`src/rtl/sh7604_wdt.sv`:
```
// SH7604 watchdog timer: WTCSR/WTCNT/RSTCSR register block at FFFFFE80..FFFFFE83.
// Define SH7604_WDT_INTRESET_EN to enable the internal reset request (PRES) and RSTE/RSTS.
module sh7604_wdt #(
  parameter int unsigned RST_PULSE = 512
) (
  input  logic        CLK,
  input  logic        RST_N,
  input  logic        CE_R,
  input  logic        CE_F,
  input  logic        EN,
  input  logic [31:0] IBUS_A,
  input  logic [31:0] IBUS_DI,
  output logic [31:0] IBUS_DO,
  input  logic [3:0]  IBUS_BA,
  input  logic        IBUS_WE,
  input  logic        IBUS_REQ,
  output logic        IBUS_BUSY,
  output logic        IBUS_ACT,
  input  logic        SBY,
  output logic        WDT_OVF,
  output logic        ITI_IRQ,
  output logic        WDTOVF_N,
  output logic        PRES
);

  logic        reg_sel, tick_en, tick, run;
  logic        wr, wr_hi, wr_lo, wr_cnt, wr_csr, wr_clr, wr_rst;
  logic        cnt_ovf, sb_ovf, it_ovf, wd_ovf;
  logic        ovf, wt_it, tme, wovf, rste, rsts, wdt_ovf;
  logic [2:0]  cks;
  logic [3:0]  tap;
  logic [7:0]  wtcnt, wtcsr, rstcsr, wdn_cnt;
  logic [12:0] presc, presc_nx;
  logic [31:0] reg_do;
  logic        unused_ok;

  assign reg_sel = IBUS_A[31:2] == 30'h3FFFFFA0;
  assign tick_en = CE_R & EN;

  assign wr     = tick_en & reg_sel & IBUS_REQ & IBUS_WE;
  assign wr_hi  = wr & (IBUS_BA == 4'b1100);
  assign wr_lo  = wr & (IBUS_BA == 4'b0011);
  assign wr_cnt = wr_hi & (IBUS_DI[31:24] == 8'h5A);
  assign wr_csr = wr_hi & (IBUS_DI[31:24] == 8'hA5);
  assign wr_clr = wr_lo & (IBUS_DI[15:0] == 16'hA500);
  assign wr_rst = wr_lo & (IBUS_DI[15:8] == 8'h5A);

  always_comb begin
    tap = 4'd0;
    case (cks)
      3'd0: tap = 4'd0;
      3'd1: tap = 4'd5;
      3'd2: tap = 4'd6;
      3'd3: tap = 4'd7;
      3'd4: tap = 4'd8;
      3'd5: tap = 4'd9;
      3'd6: tap = 4'd11;
      3'd7: tap = 4'd12;
    endcase
  end

  // A count tick is the selected prescaler bit falling on this increment.
  assign presc_nx = presc + 13'd1;
  assign tick     = tick_en & presc[tap] & ~presc_nx[tap];
  assign run      = tme | SBY;

  // A same-cycle WTCNT load replaces the tick, so it can never wrap.
  assign cnt_ovf = tick & run & (wtcnt == 8'hFF) & ~wr_cnt;
  assign sb_ovf  = cnt_ovf & SBY;
  assign it_ovf  = cnt_ovf & ~SBY & ~wt_it;
  assign wd_ovf  = cnt_ovf & ~SBY & wt_it;

  assign wtcsr  = {ovf, wt_it, tme, 2'b11, cks};
  assign rstcsr = {wovf, rste, rsts, 5'h1F};

  always_ff @(posedge CLK) begin
    if (!RST_N) begin
      presc   <= '0;
      wtcnt   <= '0;
      ovf     <= 1'b0;
      wt_it   <= 1'b0;
      tme     <= 1'b0;
      cks     <= '0;
      wovf    <= 1'b0;
      wdt_ovf <= 1'b0;
      wdn_cnt <= '0;
      reg_do  <= '0;
    end else begin
      if (CE_R) wdt_ovf <= sb_ovf;
      if (tick_en) begin
        presc <= presc_nx;
        if (!run)        wtcnt <= '0;
        else if (wr_cnt) wtcnt <= IBUS_DI[23:16];
        else if (tick)   wtcnt <= wtcnt + 8'd1;
        if (wr_csr) begin
          wt_it <= IBUS_DI[22];
          tme   <= IBUS_DI[21];
          cks   <= IBUS_DI[18:16];
        end
        if (it_ovf)                       ovf <= 1'b1;
        else if (wr_csr && !IBUS_DI[23])  ovf <= 1'b0;
        if (wd_ovf)      wovf <= 1'b1;
        else if (wr_clr) wovf <= 1'b0;
        // An active WDTOVF_N strobe runs to completion without retriggering.
        if (wdn_cnt != '0) wdn_cnt <= wdn_cnt - 8'd1;
        else if (wd_ovf)   wdn_cnt <= 8'd128;
      end
      if (CE_F && reg_sel && IBUS_REQ && !IBUS_WE)
        reg_do <= {wtcsr, wtcnt, rstcsr, rstcsr};
    end
  end

`ifdef SH7604_WDT_INTRESET_EN
  localparam int unsigned PW = $clog2(RST_PULSE + 1);
  logic [PW-1:0] pres_cnt;

  always_ff @(posedge CLK) begin
    if (!RST_N) begin
      rste     <= 1'b0;
      rsts     <= 1'b0;
      pres_cnt <= '0;
    end else if (tick_en) begin
      if (wr_rst) begin
        rste <= IBUS_DI[6];
        rsts <= IBUS_DI[5];
      end
      if (pres_cnt != '0)        pres_cnt <= pres_cnt - PW'(1);
      else if (wd_ovf && rste)   pres_cnt <= PW'(RST_PULSE);
    end
  end

  assign PRES      = pres_cnt != '0;
  assign unused_ok = ^IBUS_A[1:0];
`else
  localparam int unsigned unused_rst_pulse = RST_PULSE;
  assign rste      = 1'b0;
  assign rsts      = 1'b0;
  assign PRES      = 1'b0;
  assign unused_ok = ^{IBUS_A[1:0], wr_rst};
`endif

  assign IBUS_DO   = reg_sel ? reg_do : 32'h0;
  assign IBUS_ACT  = reg_sel;
  assign IBUS_BUSY = 1'b0;
  assign WDT_OVF   = wdt_ovf;
  assign ITI_IRQ   = ovf;
  assign WDTOVF_N  = wdn_cnt == '0;

endmodule
```
`config.mk`:
```
export PLATFORM = sky130hd
export DESIGN_NAME = sh7604_wdt
export DESIGN_NICKNAME = d
export VERILOG_FILES = /design/src/rtl/sh7604_wdt.sv
export SDC_FILE = /design/constraint.sdc
export NUM_CORES = 1
export LEC_CHECK = 0
export CAP_MARGIN = 10
export CORE_UTILIZATION = 42
export DETAILED_ROUTE_END_ITERATION = 10
export GPL_ROUTABILITY_DRIVEN = 1
export GPL_TIMING_DRIVEN = 1
export HOLD_SLACK_MARGIN = 0.08
export PLACE_DENSITY = 0.86
export SETUP_SLACK_MARGIN = 0.1
export SYNTH_ARGS = -nofsm -noshare
export SYNTH_HDL_FRONTEND = slang
export SYNTH_SLANG_ARGS = --single-unit
```
`constraint.sdc`:
```
create_clock -name CLK -period 2.7 [get_ports CLK]
set_clock_uncertainty 0.1 [all_clocks]
set_input_delay 0.27 -clock CLK [delete_from_list [all_inputs] [get_ports CLK]]
set_output_delay 0.27 -clock CLK [all_outputs]
set_load 0.005 [all_outputs]
```
; ---- Word-level counts from Yosys, hierarchy flattened
; Memories as Yosys holds them, arrays and structs flattened. A register that Yosys moved wholly into a read port is not among the register bits.
; Cells that the tools add are included.
[op_classes]
div = 0
n_mul = 0
reduce_logical = 16
n_shift = 0
n_lt_le_gt_ge = 1
n_bitwise = 23
muxes = 16
n_eq_ne = 8
n_addsub = 3
[ops]
columns = cell, n
row1 = $mux 8, 5
row2 = $mux 32, 1
row3 = $eq 30x30->1 const B, 1
row4 = $and 1x1->1, 18
row5 = $eq 16x16->1 const B, 1
row6 = $eq 8x8->1 const B, 2
row7 = $add 13x1->13 const B, 1
row8 = $reduce_and 2->1, 5
row9 = $add 8x1->8 const B, 1
row10 = $bmux 1 s4, 2
row11 = $eq 8x7->1 const B, 1
row12 = $logic_not 8->1, 1
row13 = $reduce_bool 8->1, 1
row14 = $sub 8x1->8 const B, 1
row15 = $mux 1, 6
row16 = $mux 3, 2
row17 = $reduce_bool 2->1, 3
row18 = $lt 4x5->1 const B, 1
row19 = $eq 4x2->1 const B, 1
row20 = $eq 4x4->1 const B, 1
row21 = $logic_and 1x1->1, 4
row22 = $not 1->1, 4
row23 = $ne 3x2->1 const B, 1
row24 = $logic_not 1->1, 2
row25 = $or 1x1->1, 1
[totals]
in_bits = 76
ram_bits = 0
register_bits = 65
output_inout_bits = 38
word_cells = 78
n_memories = 1
romBits = 32
latchBits = 0
[mem_list]
columns = name, words, width, rd, rd_clocked_by_memory_dff, wr, line_no
row1 = (name not given), 8, 4, 1, 1, 0, 50  ; case (cks)

; ---- Longest topological paths before layout
[logic_depth]
ltp_word = 12
ltp_mapped = 10
mapped_depth_nobuf = 9

; ---- Least setup slack after synthesis
; No wires, ideal clock.
[synth_path]
kind = input to register
start = input port IBUS_A[2]
end = register, netlist name tap[0]
t_required_ns = 2.479
arrival_time_ns = 2.573
stages = 10
path_buffers = 1
setup_time_ns = 0.121
setup_slack_ns = -0.094
path_cell_list = or4_4 nor4_4 and2_1 buf_4 nand4_4 mux2i_1 nor2b_1 inv_1 ha_1 mux2_4
[synth_via]
elab_chain_len = 9
[synth_rtl]
columns = element, line_no
row1 = start: declaration, 11  ; input logic [31:0] IBUS_A,
row2 = $eq 30x30->1, 37  ; assign reg_sel = IBUS_A[31:2] == 30'h3FFFFFA0;
row3 = net IBUS_ACT, 18  ; output logic IBUS_ACT,
row4 = $and 1x1->1 (3 in series), 40  ; assign wr = tick_en & reg_sel & IBUS_REQ & IBUS_WE;
row5 = $and 1x1->1, 41  ; assign wr_hi = wr & (IBUS_BA == 4'b1100);
row6 = $and 1x1->1, 44  ; assign wr_csr = wr_hi & (IBUS_DI[31:24] == 8'hA5);
row7 = $reduce_and 2->1 (no line), -
row8 = $mux 3 (no line) (2 in series), -
; The timed path passes the listed nets, and every way through them passes these cells.
; A chain may end at the register's enable or synchronous reset.

; ---- Worst setup path after layout
[layout_path]
start = register presc[3]
end = register wdt_ovf, in the netlist WDT_OVF
[layout_via]
elab_chain_len = 9
word_cells_on_any_way = 12
cone_classes = add/sub (1) / mux (4) / bitwise (7)
[layout_rtl]
columns = element, line_no
row1 = start: declaration, 33  ; logic [12:0] presc, presc_nx;
row2 = start signal: assignment, 91  ; presc <= presc_nx;
row3 = $add 13x1->13, 63  ; assign presc_nx = presc + 13'd1;
row4 = $bmux 1 s4, 64  ; assign tick = tick_en & presc[tap] & ~presc_nx[tap];
row5 = $mux 1 (not written as such), 64
row6 = $not 1->1, 64
row7 = $and 1x1->1 *, 64
row8 = $and 1x1->1 * (3 in series), 68  ; assign cnt_ovf = tick & run & (wtcnt == 8'hFF) & ~wr_cnt;
row9 = $and 1x1->1 *, 69  ; assign sb_ovf = cnt_ovf & SBY;
row10 = end signal: assignment, 89  ; if (CE_R) wdt_ovf <= sb_ovf;
row11 = end: declaration, 29  ; logic ovf, wt_it, tme, wovf, rste, rsts, wdt_ovf;
; Mark *: on every way between the ends. The rest lies on a longest branch, timed or not. The select of a mux whose other input is x is not followed.

==> results.md <==
| Step | Quantity | Reported |
|---|---|---|
| timing | F_max | 388 MHz |
| critical path | Worst R2R Setup Slack | 120 ps |
| power and ir drop | Reg power frac | 36.3% |
| min path | Depth of the worst hold-timing path | 2 |
| critical path | Number of cells traversed by the worst register-to-register path | 9 |
| min path | Worst hold path class | flop to flop |
| grt | Sum of overflow across all layers after global routing | 0 |
| routing | Initial detailed-routing violation count | 253 |
| min path | Hold EP | reg_do[28] |
| critical path | Type of destination of the critical path | flop |
| cells and area | Final instance count without filler cells | 668 |
| synth | Async set-reset flop share out of synthesis | 0% |
| grt | Total global-route track usage | 23.9% |
| grt | Via count of the first global-routing pass | 3664 |
| cells and area | Layout cells sized above 1 | 20.2% |
| placed design | Placed wire-length estimate after detailed placement | 7270 um |
| synth | Yosys cell types | 57 |
| routing | Vias after detailed routing | 3876 |
| timing | RSZ-0062 raised after global routing | true |
| cells and area | Multi-input gate area in the final layout | 2310 um^2 |
| routing | Routed Wire Length | 11400 um |
| synth | Synth Cell Area | 3570 um^2 |
| clock tree | Sink Count | 57 |
| timing | Post-route minimum period | 2580 ps |
| power and ir drop | Sw Share | 31.4% |
| timing | Post-route clock period utilization | 95.6% |
| clock tree | Number of buffers created by CTS | 9 |
| die | Site Rows | 33 |
| timing | Worst slew margin | 62.6% |
| timing | Count of endpoints failing hold in the final timing report | 0 |
| die | Core region area | 8220 um^2 |
| timing | Max-slew violation count | 0 |
| min path | Beginning of the worst hold path | reg_do[28] |
| synth | YS warnings | 0 |
| routing | Detailed-route vias per instance | 5.80 |
| critical path | FF-to-FF End | WDT_OVF |
| power and ir drop | Worst ir drop on vdd | 0.322 mV |
| cells and area | Area growth from synthesis to layout | 50.7% |
| critical path | Data arrival, critical path | 2730 ps |
| clock tree | CTS tree | done |
| job | Max capacitance violation total | 0 |
| die | Effective utilization at floorplan | 43.5% |
| grt | Number of antenna violations at the first check in global routing | 0 |
| synth | Post-Synthesis Cells | 421 |
| cells and area | Antenna Cells | 0 |
| grt | Wire length of the first global-routing pass | 16400 um |
| timing | Worst Tran Pin Value | 553 ps |
| cells and area | Final #Nets | 641 |
| routing | DRT antenna net count | 0 |
| timing | Hold WS | 359 ps |
| clock tree | Clock edge transition at the registers on the reported setup and hold paths | 70 ps |
| die | Die ar. | 8880 um^2 |
| die | Vert. Die Dim | 94.2 um |
| timing | Final-report setup violation count | 0 |
| power and ir drop | Cell internal pwr | 0.00182 W |
| power and ir drop | Ratio of total power to cell area | 492 nW/um^2 |
| routing | Routed wirelength normalized by instance count | 17.1 um |
| critical path | Maximum fanout count along the critical path | 7 |
| clock tree | Clock network latency to the later pin of the worst-skew pair | 350 ps |
| power and ir drop | Switching component of the power | 0.000834 W |
| critical path | Reg-to-reg critical path startpoint | presc[3] |
| synth | Count of flip-flops with a built-in enable after synthesis | 0 |
| cells and area | Final cell area excluding filler cells | 5380 um^2 |
| synth | Most used DFF post-synth | dfxtp_1 |
| synth | Yosys reg bits | 57 |
| clock tree | # hold bufs at CTS | 0 |
| placed design | Port Buf Inserts | 105 |
| critical path | Data required, critical path | 2850 ps |
| placed design | Standard cell area after detailed placement | 4830 um^2 |
| status | Status | complete, no violations |
| clock tree | CTS max path bufs | 2 |
| critical path | WS Path Type | flop to flop |
| cells and area | Fill cell total of the finished layout | 607 |
| die | Die width | 94.2 um |
| synth | Seq/Total Area, Yosys | 31.9% |
| synth | Synthesized area divided by synthesized cell count | 8.49 um^2 |
| grt | Maximum number of pins on one net before global-route repair | 34 |
| routing | First-pass DRT Iterations | 5 |
| placed design | Placed insts | 631 |
| power and ir drop | Static leakage power | 2.43 nW |
| placed design | Placer congestion estimate | 0.933 |
| routing | Post-route DRC | 0 |
| critical path | Element type at the critical path start | flop |
| power and ir drop | Comb pwr share | 29.3% |
| clock tree | H-Tree Depth | 3 |
| die | Top-Level Pins | 114 |
| power and ir drop | Share of total power in the clock network | 34.4% |
| cells and area | Area occupied by registers | 1150 um^2 |
| clock tree | Buffer type at the clock tree root | clkbuf_8 |
==> cell usage in the layout, fill, tap and decap left out, types with 16 or more instances in the layout <==
master           netlist  layout
clkdlybuf4s50_1        0      72
mux2i_1               28      27
nand4_1               17      17
inv_1                 17      16
and3_1                19      18
nor2b_1               29      27
nand2_1               30      30
dfxtp_1               57      55
nor2_1                19      19
dlygate4sd2_1          0      25
buf_4                 20      51
==> registers in the layout, summed over array words and instances (netlist names) <==
signal,cells
reg_do,16
presc,13
wdn_cnt,8
wtcnt,8
tap,4
cks,3
ITI_IRQ,1
WDT_OVF,1
tme,1
wovf,1
wt_it,1
==> area by class of cell <==
cell class / instances / share of cell area [%]
timing repair buffer: 164 / 28.1
clock buffer: 11 / 2.63
inverter: 17 / 1.19
sequential: 57 / 21.3
multi-input combinational: 309 / 42.9
tap: 105 / 2.44
clock inverter: 5 / 1.46
==> stage by stage <==
step | setup slack, ps | setup TNS [ps] | total power, W | utilization, %
after global routing | 30.2 | 0 | 0.00278 | 65.5
after detailed placement | -272 | -2450 | 0.00170 | 58.8
after CTS | 35.0 | 0 | 0.00261 | 62.8
after floorplan | 47.1 | 0 | 0.00141 | -
final | 120 | 0 | 0.00265 | 65.5
after global placement | -182 | -1590 | 0.00167 | 58.8
==> worst max-delay path, cell delays in order (launching register included) <==
cell and delay [ps]:
dfxtp_4 390, nand4_1 190, buf_4 210, o31ai_1 340
a211oi_2 130, a221oi_2 190, buf_4 180, nand4_1 150
a21o_2 320, o31ai_1 280
==> cells in the mapped netlist, drive strengths merged, types with 2 or more instances <==
cell type,number,share of area [%]
or4bb,2,0.63
a32oi,2,0.49
xor2,8,2.0
nor4b,2,0.49
a211o,2,0.49
nand4,18,3.6
o21ai,11,1.5
or3,11,1.9
xnor2,7,1.7
and3,19,3.3
nand2b,4,0.70
o211ai,6,1.3
mux2,3,1.2
a21oi,7,0.98
nor2b,29,5.1
nand3,13,1.8
and2,9,1.6
inv,17,1.8
o311ai,6,1.5
nor3,11,1.5
a211oi,2,0.42
ha,7,2.5
nor4,7,1.6
mux2i,28,7.8
a21boi,6,1.3
o31ai,4,0.84
a31oi,4,1.1
clkbuf,17,1.8
a221oi,2,0.49
buf,26,5.0
nand2,30,3.2
nor2,19,2.0
nor4bb,3,0.84
nand4b,5,1.2
a31o,2,0.49
dfxtp,57,32
or4,2,0.53
==> how the worst max path moves through the flow <==
stage                     from    endpoint  cells after the start
floorplan            IBUS_A[2]      tap[0]                     10
global placement     IBUS_A[2]      tap[0]                      9
detailed placement   IBUS_A[2]      tap[0]                     10
CTS                 IBUS_A[30]  IBUS_DO[3]                      7
global route          presc[3]    wtcnt[6]                      9
finish                presc[3]     WDT_OVF                      9
==> timing repair <==
item | in CTS | in global routing
setup buffers | 7 | 11
cloned | 2 | 1
endpoints found under the setup margin | 42 | 26
pin swaps | 3 | 8
hold endpoints to repair | 0 | 0
gates resized for setup | 43 | 32
==> per-layer routing <==
layer | vias to the layer above | share of wire [%] | wire, um | global-route usage [%]
met1 | 1861 | 39 | 4490 | 27.8
li1 | 1778 | - | - | -
met3 | 37 | 6.4 | 729 | 4.69
met4 | 0 | 3.0 | 346 | 11.4
met5 | - | 0 | 0 | 0
met2 | 200 | 51 | 5850 | 41.5
==> power by group through the flow <==
stage / Clock (W) / Sequential, W / Combinational [W]
after floorplan: 0 / 0.000959 / 0.000449
after global placement: 0 / 0.000969 / 0.000702
after detailed placement: 0 / 0.000971 / 0.000731
after CTS: 0.000910 / 0.000954 / 0.000747
after global routing: 0.000965 / 0.000969 / 0.000849
final: 0.000911 / 0.000962 / 0.000778
==> kinds of logic after synthesis <==
family                     count (synthesis)  synth area share [%]
AOI/OAI and AO/OA                         63                  13.1
xor gates and xnor gates                  15                  3.68
adders and majority gates                  7                  2.45
buffers and inverters                     60                  8.65
DFF                                       57                  31.9
muxes                                     32                  9.63
other                                      1                 0.105
and+or+nand+nor                          186                  30.4
(Power assumes the default switching activity.)
